`src/rtl/imem_chfifo_ctl_pkg.sv`:
```
// Shared definitions for the multi-channel circular FIFO controller and the
// memory instantiation level that sits beside it.
package imem_chfifo_ctl_pkg;

  localparam int CHBIT_DEF  = 5;
  localparam int NCH_DEF    = 21;
  localparam int SEGBIT_DEF = 6;
  localparam int WIDTH_DEF  = 8;
  localparam int RDLAT_DEF  = 3;

  // Outcome of a push or pop request in the current cycle
  typedef enum logic [1:0] {
    REQ_NONE = 2'd0,
    REQ_OK   = 2'd1,
    REQ_DROP = 2'd2,
    REQ_SKIP = 2'd3
  } req_res_e;

  // Number of words in one channel segment
  function automatic int seg_words(input int segbit);
    return 1 << segbit;
  endfunction

endpackage

`ifndef IMEM_CHFIFO_SEG_ADDR
// Physical memory address of word 'off' inside the segment of channel 'ch'
`define IMEM_CHFIFO_SEG_ADDR(ch, off) {(ch), (off)}
`endif

```
`src/rtl/imem_chfifo_ctl_dlypipe.sv`:
```
// Delay line that carries the read-valid flag and its channel tag alongside
// the memory read latency, so the tag lines up with the returned data.
module imem_chfifo_ctl_dlypipe #(
  parameter int DEPTH = 3,
  parameter int CHBIT = 5
) (
  input  logic             clk,
  input  logic             rst_,
  input  logic             in_vld,
  input  logic [CHBIT-1:0] in_ch,
  output logic             out_vld,
  output logic [CHBIT-1:0] out_ch
);

  logic [DEPTH-1:0] vld_q;
  logic [CHBIT-1:0] ch_q [DEPTH];

  // Shift {vld, ch} one stage per clock; reset drops anything in flight
  always_ff @(posedge clk or negedge rst_) begin
    if (!rst_) begin
      vld_q <= '0;
      for (int i = 0; i < DEPTH; i++) ch_q[i] <= '0;
    end else begin
      vld_q[0] <= in_vld;
      ch_q[0]  <= in_ch;
      for (int i = 1; i < DEPTH; i++) begin
        vld_q[i] <= vld_q[i-1];
        ch_q[i]  <= ch_q[i-1];
      end
    end
  end

  assign out_vld = vld_q[DEPTH-1];
  assign out_ch  = ch_q[DEPTH-1];

endmodule

```
`src/rtl/imem_chfifo_ctl.sv`:
```
// Multi-channel circular FIFO controller. Each channel owns one segment of
// the shared buffer memory; this block keeps per-channel pointers, turns
// push/pop requests into memory write/read cycles and retags read data.
module imem_chfifo_ctl
  import imem_chfifo_ctl_pkg::*;
#(
  parameter int CHBIT  = CHBIT_DEF,
  parameter int NCH    = NCH_DEF,
  parameter int SEGBIT = SEGBIT_DEF,
  parameter int WIDTH  = WIDTH_DEF,
  parameter int RDLAT  = RDLAT_DEF
) (
  input  logic                    clk,
  input  logic                    rst_,
  input  logic                    wrreq,
  input  logic [CHBIT-1:0]        wrch,
  input  logic [WIDTH-1:0]        wrdat,
  input  logic                    rdreq,
  input  logic [CHBIT-1:0]        rdch,
  output logic [CHBIT+SEGBIT-1:0] mwa,
  output logic                    mwe,
  output logic [WIDTH-1:0]        mdi,
  output logic [CHBIT+SEGBIT-1:0] mra,
  output logic                    mre,
  input  logic [WIDTH-1:0]        mdo,
  output logic                    rdvld,
  output logic [CHBIT-1:0]        rdoch,
  output logic [WIDTH-1:0]        rddat,
  output logic                    ovf,
  output logic                    udf,
  output logic [SEGBIT:0]         lvl,
  input  logic                    chinit
);

  localparam int AW = CHBIT + SEGBIT;
  localparam int PW = SEGBIT + 1;
  localparam logic [PW-1:0]  FULL_LVL = PW'(seg_words(SEGBIT));
  localparam logic [CHBIT:0] NCH_W    = (CHBIT+1)'(NCH);

  // Pointers carry one extra wrap bit so full and empty are distinguishable
  logic [PW-1:0] wptr [NCH];
  logic [PW-1:0] rptr [NCH];

  logic             wr_in, rd_in;
  logic [CHBIT-1:0] wr_idx, rd_idx;
  logic [PW-1:0]    wr_fill, rd_fill;
  req_res_e         wr_res, rd_res;

  // Classify this cycle's push and pop against the pre-cycle pointers
  always_comb begin
    wr_in   = ({1'b0, wrch} < NCH_W);
    rd_in   = ({1'b0, rdch} < NCH_W);
    wr_idx  = wr_in ? wrch : '0;
    rd_idx  = rd_in ? rdch : '0;
    wr_fill = wptr[wr_idx] - rptr[wr_idx];
    rd_fill = wptr[rd_idx] - rptr[rd_idx];

    wr_res = REQ_NONE;
    if (wrreq) begin
      if (!wr_in)                  wr_res = REQ_SKIP;
      else if (wr_fill == FULL_LVL) wr_res = REQ_DROP;
      else                         wr_res = REQ_OK;
    end

    // A flush on the pop channel swallows the pop silently
    rd_res = REQ_NONE;
    if (rdreq && !chinit) begin
      if (!rd_in)             rd_res = REQ_SKIP;
      else if (rd_fill == '0) rd_res = REQ_DROP;
      else                    rd_res = REQ_OK;
    end
  end

  // Pointer update and registered memory-port / status outputs
  always_ff @(posedge clk or negedge rst_) begin
    if (!rst_) begin
      for (int i = 0; i < NCH; i++) begin
        wptr[i] <= '0;
        rptr[i] <= '0;
      end
      mwe <= 1'b0;
      mwa <= '0;
      mdi <= '0;
      mre <= 1'b0;
      mra <= '0;
      ovf <= 1'b0;
      udf <= 1'b0;
      lvl <= '0;
    end else begin
      mwe <= (wr_res == REQ_OK);
      ovf <= (wr_res == REQ_DROP);
      mre <= (rd_res == REQ_OK);
      udf <= (rd_res == REQ_DROP);
      lvl <= rd_in ? rd_fill : '0;

      if (wr_res == REQ_OK) begin
        mwa            <= `IMEM_CHFIFO_SEG_ADDR(wrch, wptr[wr_idx][SEGBIT-1:0]);
        mdi            <= wrdat;
        wptr[wr_idx]   <= wptr[wr_idx] + 1'b1;
      end

      // Flush uses the pre-cycle wptr, so a same-cycle push stays readable
      if (chinit && rd_in) begin
        rptr[rd_idx] <= wptr[rd_idx];
      end else if (rd_res == REQ_OK) begin
        mra          <= `IMEM_CHFIFO_SEG_ADDR(rdch, rptr[rd_idx][SEGBIT-1:0]);
        rptr[rd_idx] <= rptr[rd_idx] + 1'b1;
      end
    end
  end

  imem_chfifo_ctl_dlypipe #(
    .DEPTH (RDLAT),
    .CHBIT (CHBIT)
  ) u_dlypipe (
    .clk     (clk),
    .rst_    (rst_),
    .in_vld  (mre),
    .in_ch   (mra[AW-1:SEGBIT]),
    .out_vld (rdvld),
    .out_ch  (rdoch)
  );

  assign rddat = rdvld ? mdo : '0;

endmodule

```
`config.mk`:
```
export PLATFORM = sky130hd
export DESIGN_NAME = imem_chfifo_ctl
export DESIGN_NICKNAME = d
export VERILOG_FILES = /design/src/rtl/imem_chfifo_ctl_pkg.sv /design/src/rtl/imem_chfifo_ctl_dlypipe.sv /design/src/rtl/imem_chfifo_ctl.sv
export SDC_FILE = /design/constraint.sdc
export NUM_CORES = 1
export LEC_CHECK = 0
export CORE_AREA = 2 2 416 212
export DETAILED_ROUTE_END_ITERATION = 8
export DIE_AREA = 0 0 418 214
export PLACE_DENSITY = 0.41
export SLEW_MARGIN = 20
export SYNTH_ARGS = -nofsm -noshare
export SYNTH_HDL_FRONTEND = slang
export SYNTH_SLANG_ARGS = --single-unit
```
`constraint.sdc`:
```
create_clock -name clk -period 4.35 [get_ports clk]
set_input_delay 0.87 -clock clk [delete_from_list [all_inputs] [get_ports clk]]
set_output_delay 0.87 -clock clk [all_outputs]
set_load 0.005 [all_outputs]
```
=== Word level (Yosys, flattened, before mapping) ===
Cells that the tools add are included.

* Register bits: 353
* Output and inout port bits: 55
* Bits of input ports: 31
* Word-level logic and storage cells: 111

* Reduce and logical (&&, ||, !) cells: 8
* Magnitude comparators: 6
* Bitwise operators: 3
* Muxes and demuxes: 31
* Equality and inequality tests: 5
* Add/subtract/negate cells: 4

{| class="wikitable"
|+ Operator list
! operator !! number
|-
| bitwise mux 147 bit || 3
|-
| 2-to-1 mux 147 bit || 2
|-
| binary-select mux 7 bit (select 5 bit) || 4
|-
| 2-to-1 mux 7 bit || 11
|-
| demux 7 bit (select 5 bit) || 2
|-
| adder 7 x 1 -> 7 bit (second input constant) || 2
|-
| subtractor 7 bit || 2
|-
| greater-or-equal comparator 6 bit (second input constant) || 2
|-
| less-than comparator 6 x 1 -> 1 bit (second input constant) || 2
|-
| 2-to-1 mux 2 bit || 6
|-
| inverter 5 -> 6 bit || 2
|-
| less-than comparator 5 bit (second input constant) || 2
|-
| 2-to-1 mux 5 bit || 2
|-
| 2-to-1 mux 8 bit || 1
|-
| == test 7 bit (second input constant) || 1
|-
| zero test 7 bit || 1
|-
| == test 2 x 1 -> 1 bit (second input constant) || 2
|-
| == test 2 bit (second input constant) || 2
|-
| logical AND 1 bit || 4
|-
| AND reduction 2 bit || 1
|-
| nonzero test 2 bit || 1
|-
| zero test 1 bit || 1
|-
| inverter 1 bit || 1
|}

=== Depth between registers and ports, before layout ===
Gate-level depths: netlist (run 1).

* Word-level depth: 14
* Depth in mapped cells: 27

=== Modules after synthesis ===
From an unflattened synthesis (run 1), not the netlist that was laid out.

* Cells, all modules: 1,794
* Area total of the unflattened synthesis: 19,332.3 µm²

{| class="wikitable"
|+ Modules (own cells, without submodules)
! module !! area an instance (µm²) !! cells an instance !! sequential area each (µm²) !! times used
|-
| imem_chfifo_ctl || 18,844.3 || 1,771 || 8,383.0 || 1
|-
| imem_chfifo_ctl_dlypipe || 488.0 || 23 || 450.4 || 1
|}

=== Worst setup path after synthesis (run 1) ===
Ideal clock, no wire load.

* Path type: input -> register
* From: input wrch[4]
* To: register wptr[28] (netlist name)
* Stages on the path: 25
* Setup slack: -1,553 ps
* Library setup time: 125 ps
* Data arrival time: 5,778 ps
* Required time: 4,225 ps
* Cell sequence: buf_2 o21ai_2 buf_6 nand2_4 buf_6 clkbuf_1 buf_2 clkbuf_1 o22ai_1 o311a_1 nor4_1 ha_1 inv_1 fa_1 a21oi_1 nor2b_1 o21a_1 o21ai_0 nand2b_1 xnor3_1 o21bai_2 buf_6 buf_12 nor3_4 mux2_4

* Word-level cells in the longest chain between the ends: 12
* Elaborated cells on any way between the ends: 22
* Those cells by class: add/sub: 2; order compare: 3; eq/ne: 2; mux: 13; bitwise: 1; reduce/logical: 1

{| class="wikitable"
|+ Ends and longest elaborated chain
! item !! RTL line !! RTL
|-
| start: declaration || imem_chfifo_ctl.sv:16 || <nowiki>input logic [CHBIT-1:0] wrch,</nowiki>
|-
| less-than comparator 5 bit || imem_chfifo_ctl.sv:51 || <nowiki>wr_in = ({1'b0, wrch} < NCH_W);</nowiki>
|-
| 2-to-1 mux 5 bit || imem_chfifo_ctl.sv:53 || <nowiki>wr_idx = wr_in ? wrch : '0;</nowiki>
|-
| inverter 5 -> 6 bit (not written as such) || imem_chfifo_ctl.sv:55, imem_chfifo_ctl.sv:99 ||
|-
| binary-select mux 7 bit (select 5 bit) (on tied branches) || imem_chfifo_ctl.sv:55, imem_chfifo_ctl.sv:99 ||
|-
| 2-to-1 mux 7 bit (on tied branches) (2 in series) || imem_chfifo_ctl.sv:55, imem_chfifo_ctl.sv:99 ||
|-
| subtractor 7 bit || imem_chfifo_ctl.sv:55 || <nowiki>wr_fill = wptr[wr_idx] - rptr[wr_idx];</nowiki>
|-
| == test 7 bit || imem_chfifo_ctl.sv:61 || <nowiki>else if (wr_fill == FULL_LVL) wr_res = REQ_DROP;</nowiki>
|-
| 2-to-1 mux 2 bit || imem_chfifo_ctl.sv:61 ||
|-
| 2-to-1 mux 2 bit || imem_chfifo_ctl.sv:60 || <nowiki>if (!wr_in) wr_res = REQ_SKIP;</nowiki>
|-
| 2-to-1 mux 2 bit || imem_chfifo_ctl.sv:59 || <nowiki>if (wrreq) begin</nowiki>
|-
| == test 2 x 1 -> 1 bit || imem_chfifo_ctl.sv:96 || <nowiki>if (wr_res == REQ_OK) begin</nowiki>
|-
| end signal: indexed assignment || imem_chfifo_ctl.sv:99 || <nowiki>wptr[wr_idx] <= wptr[wr_idx] + 1'b1;</nowiki>
|-
| end: declaration || imem_chfifo_ctl.sv:41 || <nowiki>logic [PW-1:0] wptr [NCH];</nowiki>
|}

Parallel ways exist; a longest one is shown, timed or not. The select of a mux whose other input is x is not followed.
A chain may end at the register's enable or synchronous reset.

=== Worst setup path after layout (run 1) ===
* From: input rdch[2]
* To: register rptr[78] (netlist name)

* Word-level cells in the longest chain between the ends: 13
* Elaborated cells on any way between the ends: 27
* Those cells by class: add/sub: 2; order compare: 3; eq/ne: 1; mux: 16; bitwise: 1; reduce/logical: 4

{| class="wikitable"
|+ Ends and longest elaborated chain
! item !! RTL line !! RTL
|-
| start: declaration || imem_chfifo_ctl.sv:19 || <nowiki>input logic [CHBIT-1:0] rdch,</nowiki>
|-
| less-than comparator 5 bit || imem_chfifo_ctl.sv:52 || <nowiki>rd_in = ({1'b0, rdch} < NCH_W);</nowiki>
|-
| 2-to-1 mux 5 bit || imem_chfifo_ctl.sv:54 || <nowiki>rd_idx = rd_in ? rdch : '0;</nowiki>
|-
| inverter 5 -> 6 bit (not written as such) || imem_chfifo_ctl.sv:56, imem_chfifo_ctl.sv:104, imem_chfifo_ctl.sv:107 ||
|-
| binary-select mux 7 bit (select 5 bit) (on tied branches) || imem_chfifo_ctl.sv:56, imem_chfifo_ctl.sv:104, imem_chfifo_ctl.sv:107 ||
|-
| 2-to-1 mux 7 bit (on tied branches) (2 in series) || imem_chfifo_ctl.sv:56, imem_chfifo_ctl.sv:104, imem_chfifo_ctl.sv:107 ||
|-
| subtractor 7 bit || imem_chfifo_ctl.sv:56 || <nowiki>rd_fill = wptr[rd_idx] - rptr[rd_idx];</nowiki>
|-
| zero test 7 bit || imem_chfifo_ctl.sv:69 || <nowiki>else if (rd_fill == '0) rd_res = REQ_DROP;</nowiki>
|-
| 2-to-1 mux 2 bit || imem_chfifo_ctl.sv:69 ||
|-
| 2-to-1 mux 2 bit || imem_chfifo_ctl.sv:68 || <nowiki>if (!rd_in) rd_res = REQ_SKIP;</nowiki>
|-
| 2-to-1 mux 2 bit || imem_chfifo_ctl.sv:67 || <nowiki>if (rdreq && !chinit) begin</nowiki>
|-
| == test 2 x 1 -> 1 bit || imem_chfifo_ctl.sv:105 || <nowiki>end else if (rd_res == REQ_OK) begin</nowiki>
|-
| nonzero test 2 bit (no source line) || n/a ||
|-
| end signal: indexed assignment || imem_chfifo_ctl.sv:104 || <nowiki>rptr[rd_idx] <= wptr[rd_idx];</nowiki>
|-
| end signal: indexed assignment || imem_chfifo_ctl.sv:107 || <nowiki>rptr[rd_idx] <= rptr[rd_idx] + 1'b1;</nowiki>
|-
| end: declaration || imem_chfifo_ctl.sv:42 || <nowiki>logic [PW-1:0] rptr [NCH];</nowiki>
|}

Parallel ways exist; a longest one is shown, timed or not. The select of a mux whose other input is x is not followed.

==> impl_results.md, run 1 <==
- Gpl congestion: 0.959
- Clock Root Buffer: clkbuf_16
- Worst-Margin Slew: 0.825 ns
- Most common flop cell mapped by yosys: dfrtp_1
- I/O Pins: 86
- Post-synthesis area per instance: 11.2 sq um
- Initial antenna violation count: 1
- Max FO, Critical Path: 8
- Initial Util: 23.9%
- Leak: 14.0 nW
- Pins over their slew limit: 0
- Clk Latency, worst-skew pair: 0.61 ns
- Distinct cells, synth: 99
- Yosys warnings: 0
- DRT antenna net count: 0
- Seq pwr share: 35.9%
- Largest net degree at the start of global routing: 87
- WP data arrival: 5.14 ns
- RSZ-0062 raised after global routing: true
- Internal Power: 9.27 mW
- CTS sink cnt: 353
- Crit path kind: input port to register
- Final Util: 36.1%
- CP max-delay cell: or3b_4
- PD cells: 456 nW/um^2
- Dpl hpwl: 69.0 mm
- Minimum clock period: 4.67 ns
- Crit-path leading delay family: simple AND/OR/NAND/NOR gates
- Failing checks: setup timing
- Post-synthesis instance total: 1833
- Comb pwr share: 37.8%
- Outcome: finished with violations
- CTS Buffer Depth: 3
- Crit-path max cell delay: 0.45 ns
- Die Ht: 214 um
- Power, Total: 14.0 mW
- EDFF count, synth: 0
- Core Area: 85500 sq um
- First-pass GRT wire length: 136 mm
- Worst Path Required: 4.82 ns
- Max Cap Viol: 0
- Syn Nets: 1880
- P&R area growth vs syn: 50.6%
- Cell mode on critical path: buf_4
- Setup TNS: -52.90 ns
- P_sw: 4.77 mW
- Post-synthesis async set-or-reset flop share: 100%
- Vias in the first global route: 18422
- Vias per std cell: 5.12
- Cell Area, Synth: 20500 sq um
- DIE WIDTH: 418 um
- Tcrit/Tclk final: 107%
- CP Capture Type: register
- DIE AREA: 89500 sq um
- Seq/Total Area, Yosys: 43.2%
- # hold bufs at CTS: 0
- Starting DRT DRC Count: 1769
- Yosys top cell area share: 43.2%
- Slew HR: 45.0%
- CP Cell Sequence: buf_6, or3b_4, buf_4, a21oi_4, buf_4, nand2_1, a21oi_1, o22ai_1, a21oi_1, buf_4, ha_4, or3b_2, nand3_2, a211oi_4, and4_1, nand4_1, o2111ai_4, nor2_4, buf_12, buf_12, nand3_4, mux2_4
- Worst hold path type: input port to async pin
- Layout cells sized above 1: 50.7%
- DR pass1 iterations: 5
- Sw frac: 34.0%
- Gr ovfl total: 0
- Final hold violation count: 0
- H-tree Lvls: 2
- Fillers: 8394
- Routed via count: 18032
- Clock power share: 26.3%
- ANT cells: 0
- Routed Wire Length: 93.6 mm
- Buf+Inv Stages, Crit Path: 6
- Port Buffers: 85
- # DRC: 0
- CTS tree: done
- Synth area leaders: dfrtp_1, mux2_2, mux2_1
- Worst clock skew: 0.0224 ns
- Gr usage total: 20.6%
- IR drop worst, VDD: 0.268 mV
- Place WS: -1.84 ns
- Fmax: 214 MHz
- Startpoint Class: input port
- Register clock-pin slew on the reported worst setup and hold paths: 0.06 ns
- Final nets: 2404
- Final worst slack: -0.318 ns
- CTS buffer count: 42
- Setup-failing EPs final: 308
- Top cell type by total area after synthesis: dfrtp_1
- Yosys reg bits: 353
- FP Rows: 76
- Hold_ws: 0.301 ns
- WL per Instance: 26.6 um
[metal layers]
layer / routed length (um) / vias to the layer above / part of all wire (%) / GRT usage (%)
li1: - / 7936 / - / -
met1: 44000 / 9298 / 47 / 29.8
met2: 40200 / 646 / 43 / 30.7
met3: 6590 / 152 / 7.0 / 4.34
met4: 2890 / 0 / 3.1 / 6.05
met5: 0 / - / 0 / 0
[area by class of cell]
class / instances / area (sq um) / share of cell area, %
clock inverter: 20 / 228 / 0.739
sequential: 353 / 8830 / 28.7
timing repair buffer: 645 / 6270 / 20.4
inverter: 26 / 97.6 / 0.317
multi-input combinational: 1289 / 12800 / 41.6
tap: 1131 / 1420 / 4.59
clock buffer: 56 / 1160 / 3.78
[through the flow]
stage,cells,area [sq um]
final,3520,30800
after floorplan,1833,22000
after global placement,3376,27500
after detailed placement,3376,27500
after global routing,3520,30800
after CTS,3509,30500
[layout by cell type (no fill, tap or decap), types with 8 or more instances in the layout]
master	count
o32ai_1	8
o221ai_1	34
and3_1	10
a31oi_1	9
o211ai_1	11
clkbuf_16	43
inv_1	21
buf_8	10
clkinv_2	10
dfrtp_1	353
a21oi_1	61
buf_6	57
a21oi_2	11
nor4_4	10
nor2_4	9
o21ai_1	17
nor2_1	90
mux2i_1	83
mux2_4	288
nor3_1	19
o21ai_0	46
o22ai_1	46
nand2_1	68
buf_12	67
buf_4	430
ha_1	9
nand3_4	16
a22oi_1	22
mux2_2	55
and2_1	13
a211oi_1	10
nor2b_1	12
nand2b_1	15
nand4_1	18
clkdlybuf4s50_1	74
nand3_1	27
clkbuf_1	8
nor2_2	8
[worst register-to-register path, cell delays in order, from the launching register on]
cell and delay, ns:
dfrtp_1 0.41, mux2i_1 0.14, nor3_1 0.07, a221oi_2 0.18, buf_4 0.16, nand4_1 0.10, buf_4 0.16, nor4b_4 0.29
inv_2 0.10, fa_2 0.45, nor2b_4 0.15, o22a_1 0.21, mux2i_4 0.29, and4_1 0.21, nand4_1 0.16, o2111ai_4 0.17
nor2_4 0.07, buf_12 0.17, buf_12 0.14, nand3_4 0.19, mux2_4 0.33
[state kept, by name, summed over array words and instances (netlist names), 3 cells and up]
signal / cells
u_dlypipe.out_ch: 5
mwa: 11
lvl: 7
u_dlypipe.ch_q: 10
u_dlypipe.vld_q: 3
rptr: 147
wptr: 147
mdi: 8
mra: 11
[cell usage after synthesis, drive strengths merged (5+ instances only)]
library cell	number
nand3b	7
o22ai	53
o221ai	40
a21oi	74
mux2	343
o21a	9
inv	26
a22oi	25
or3	9
nor3	30
ha	14
nor4	17
nand4	20
o32ai	9
xnor2	9
nand2	78
a211oi	16
mux2i	86
a221oi	9
a31oi	17
mux4	5
nor3b	7
nor2b	16
o211ai	12
o2bb2ai	6
and4	5
o21ai	71
nand2b	22
a2bb2oi	6
and3	17
or2	11
dfrtp	353
buf	105
clkbuf	60
a2111oi	13
nor2	107
and2	16
nand3	44
[final timing paths]
| path | startpoint | cells past startpoint | slack [ns] | endpoint |
|---|---|---|---|---|
| setup / recovery | rdch[2] | 22 | -0.32 | rptr[78] |
| hold / removal | rst_ | 1 | 0.30 | rptr[35] |
| setup reg to reg | rptr[50] | 20 | 0.08 | rptr[78] |
| hold reg to reg | u_dlypipe.ch_q[11] | 0 | 0.35 | u_dlypipe.ch_q[6] |
| max in group asynchronous | rst_ | 2 | 3.00 | wptr[110] |
| min in group clk | u_dlypipe.ch_q[11] | 0 | 0.35 | u_dlypipe.ch_q[6] |
[what timing repair did]
| item | 4_1_cts | 5_1_grt |
|---|---|---|
| resized for setup | 261 | 64 |
| cloned | 4 | 1 |
| setup endpoints to repair | 328 | 324 |
| pin swaps | 69 | 44 |
| buffers inserted | 56 | 16 |
[kinds of logic after synthesis]
| kind of cell | Yosys count | share of synthesized area [%] |
|---|---|---|
| buffers and inverters | 191 | 5.03 |
| adder cells (fa/ha/maj) | 16 | 1.05 |
| XOR/XNOR | 14 | 0.667 |
| AND/OR/NAND/NOR | 423 | 12.2 |
| flip-flops | 353 | 43.2 |
| AO/OA/AOI/OAI | 402 | 13.5 |
| multiplexers | 434 | 24.4 |
[power by group through the flow]
stage / registers [mW] / clock network (mW) / logic [mW]
after CTS: 5.01 / 3.79 / 5.20
after global placement: 5.04 / 0 / 4.76
after floorplan: 4.70 / 0 / 2.69
final: 5.05 / 3.69 / 5.31
after global routing: 5.13 / 3.92 / 5.63
after detailed placement: 5.03 / 0 / 4.79
(Power assumes the default switching activity.)
==> inputs of run 2 (changes only) <==
CORE_AREA = 2 2 242 363   (was 2 2 416 212)
DIE_AREA = 0 0 244 365   (was 0 0 418 214)
SETUP_SLACK_MARGIN = 0.3   (was not set)
==> run 2 against run 1 <==
Compared with the run above: power increased by 4.6%; fmax decreased by 2.5%; die area decreased by 0.44%; cell count increased by 2.2%; worst hold slack got worse by 0.094 ns; the flow still finishes with violations (setup timing); critical endpoint is now rptr[17]; clock power increased by 3%; first-iteration DRC count decreased by 13%; largest cell class unchanged; via count increased by 3.4%; worst setup slack got worse by 0.12 ns.
==> impl_results.md, run 2 (synthesis results as in run 1) <==
- Outcome: finished with violations
- Failing checks: setup timing
- Tcrit/Tclk final: 110% (+2.7 points)
- Clk Latency, worst-skew pair: 0.62 ns (about the same)
- Clock power share: 25.9% (-0.4 points)
- Initial Util: 23.8% (-0.16 points)
- Starting DRT DRC Count: 1539 (-13%)
- Seq pwr share: 34.5% (-1.4 points)
- Crit path kind: input port to register
- DR pass1 iterations: 5 (unchanged)
- Pins over their slew limit: 0 (unchanged)
- Die Ht: 365 um (+71%)
- P_sw: 5.12 mW (+7.3%)
- Fillers: 8388 (-0.071%)
- CP Cell Sequence: buf_8, buf_8, buf_4, nand3_4, buf_12, buf_4, o22ai_1, a21oi_2, buf_4, nor2_1, o41ai_2, buf_4, ha_4, or2_2, o22a_4, mux2i_4, and4_1, nand4_1, o2111ai_4, nor2_4, buf_4, buf_12, nand3_4, mux2_4
- P&R area growth vs syn: 54.9%
- Max Cap Viol: 0 (unchanged)
- CP Capture Type: register
- DIE AREA: 89100 sq um (-0.44%)
- Final nets: 2474 (+2.9%)
- Final std cells w/o fill: 3598 (+2.2%)
- DRT antenna net count: 0 (unchanged)
- Register clock-pin slew on the reported worst setup and hold paths: 0.06 ns (about the same)
- Final worst slack: -0.436 ns (-0.119 ns)
- DIE WIDTH: 244 um (-42%)
- Gr usage total: 22.7% (+2.0 points)
- CTS tree: done
- Met2 usage: 41.0% (+10 points)
- Vias per std cell: 5.18 (+1.2%)
- Final hold violation count: 0 (unchanged)
- Crit-path max cell delay: 0.37 ns (-0.08 ns)
- Final Util: 36.8% (+0.78 points)
- CTS buffer count: 42 (unchanged)
- Power, Total: 14.7 mW (+4.6%)
- Largest net degree at the start of global routing: 79 (-9.2%)
- Leak: 14.4 nW (+3.4%)
- PD cells: 464 nW/um^2 (+1.7%)
- Worst clock skew: 0.0372 ns (+0.0148 ns)
- Max FO, Critical Path: 9 (+1)
- Internal Power: 9.57 mW (+3.2%)
- Setup-failing EPs final: 312 (+1.3%)
- Crit-path leading delay family: buffers and inverters
- Buf+Inv Stages, Crit Path: 9 (+3)
- CTS sink cnt: 353 (unchanged)
- # DRC: 0 (unchanged)
- Grt met3 use: 2.16% (-2.2 points)
- Clock Root Buffer: clkbuf_16
- Vias in the first global route: 19896 (+8.0%)
- WP data arrival: 5.26 ns (+0.12 ns)
- ANT cells: 0 (unchanged)
- GR peak layer: met2
- Gpl congestion: 0.957 (-0.22%)
- CP max-delay cell: mux2_4
- Dpl hpwl: 76.8 mm (+11%)
- Largest regs: rptr (147), wptr (147)
- Inst Count DP: 3433 (+1.7%)
- FP Rows: 132 (+74%)
- H-tree Lvls: 2 (unchanged)
- Worst-Margin Slew: 0.980 ns (+0.156 ns)
- Worst hold path type: input port to async pin
- Gr ovfl total: 0 (unchanged)
- Slew HR: 34.1% (-11 points)
- Comb pwr share: 39.6% (+1.8 points)
- Cell mode on critical path: buf_4
- I/O Pins: 86 (unchanged)
- Routed via count: 18647 (+3.4%)
- CTS Buffer Depth: 3 (unchanged)
- Port Buffers: 85 (unchanged)
- Commonest non-fill, non-tap cells in the layout: buf_4, dfrtp_1, mux2_4, nor2_1, mux2i_1
- IR drop worst, VDD: 0.250 mV (-6.4%)
- Initial antenna violation count: 0 (-1)
- RSZ-0062 raised after global routing: true
- Place WS: -2.09 ns (-0.246 ns)
- First-pass GRT wire length: 146 mm (+7.7%)
- Fmax: 209 MHz (-2.5%)
- Sw frac: 34.8% (+0.87 points)
- Routed Wire Length: 102 mm (+9.5%)
- WL per Instance: 28.5 um (+7.1%)
- Minimum clock period: 4.79 ns (+0.119 ns)
- Layout cells sized above 1: 53.3% (+2.6 points)
- Met1 Use GR: 25.3% (-4.5 points)
- Worst Path Required: 4.83 ns (about the same)
- Core Area: 86000 sq um (+0.66%)
- Startpoint Class: input port
- Commonest non-fill, non-tap cell in the layout: buf_4
==> run 2: cell count changes in the layout (fill, tap and decap cells not counted), sizes merged <==
cell | previous run | this run
bufbuf | 1 | 0
clkbuf | 57 | 53
clkinv | 12 | 14
clkinvlp | 2 | 0
inv | 28 | 29
bufinv | 4 | 6
o21bai | 1 | 2
buf | 569 | 640
==> run 2: final cells by class <==
type,count,area [sq um],share of cell area [%]
timing repair buffer,714,6840,21.6
inverter,26,97.6,0.308
sequential,353,8830,27.9
tap,1139,1430,4.50
clock buffer,53,1130,3.57
clock inverter,23,298,0.940
multi-input combinational,1290,13100,41.2
==> run 2: path summary, 6_finish.rpt <==
kind | from | to | slack [ns] | cells past startpoint
hold / removal | rst_ | wptr[88] | 0.21 | 1
min in group clk | u_dlypipe.vld_q[1] | u_dlypipe.vld_q[2] | 0.35 | 0
hold reg to reg | u_dlypipe.vld_q[1] | u_dlypipe.vld_q[2] | 0.35 | 0
max in group asynchronous | rst_ | rptr[95] | 3.17 | 2
setup reg to reg | rptr[36] | rptr[107] | -0.12 | 22
setup / recovery | rdch[0] | rptr[17] | -0.44 | 24
==> run 2: what timing repair did <==
action / CTS / global route
endpoints found under the setup margin: 332 / 329
pin swaps: 61 / 62
gates resized for setup: 267 / 107
hold buffers: 0 / 0
buffers inserted: 69 / 14
cloned: 6 / 0
==> run 2: worst register-to-register path: cells and delay by family, from the launching register on <==
kind | cells | cell delay [ns]
compound gates | 3 | 0.58
flops | 1 | 0.38
mux | 3 | 0.71
buf+inv | 7 | 1.01
simple gates | 8 | 1.28
fa+ha+maj | 1 | 0.38
==> run 2: through the flow <==
| step | TNS (ns) | hold WS (ns) | area, sq um |
|---|---|---|---|
| 4_1_cts | -102.58 | 0.210 | 31100 |
| 2_1_floorplan | -138.99 | 0.331 | 22000 |
| 3_3_place_gp | -609.66 | 0.332 | 27800 |
| 5_1_grt | -118.48 | 0.237 | 31700 |
| 6_report | -95.72 | 0.207 | 31700 |
| 3_5_place_dp | -613.71 | 0.335 | 27800 |
==> run 2: power by group through the flow <==
stage | clock [mW] | sequential (mW) | combinational (mW)
after CTS | 3.88 | 5.03 | 5.62
after global placement | 0 | 5.05 | 5.12
after global routing | 4.01 | 5.13 | 6.13
after floorplan | 0 | 4.70 | 2.71
after detailed placement | 0 | 5.05 | 5.17
final | 3.81 | 5.06 | 5.83
==> run 2: routing by layer <==
layer	wire (um)	share of wire, %
met1	38500	38
met2	52500	51
met3	3580	3.5
met4	7940	7.7
met5	0	0
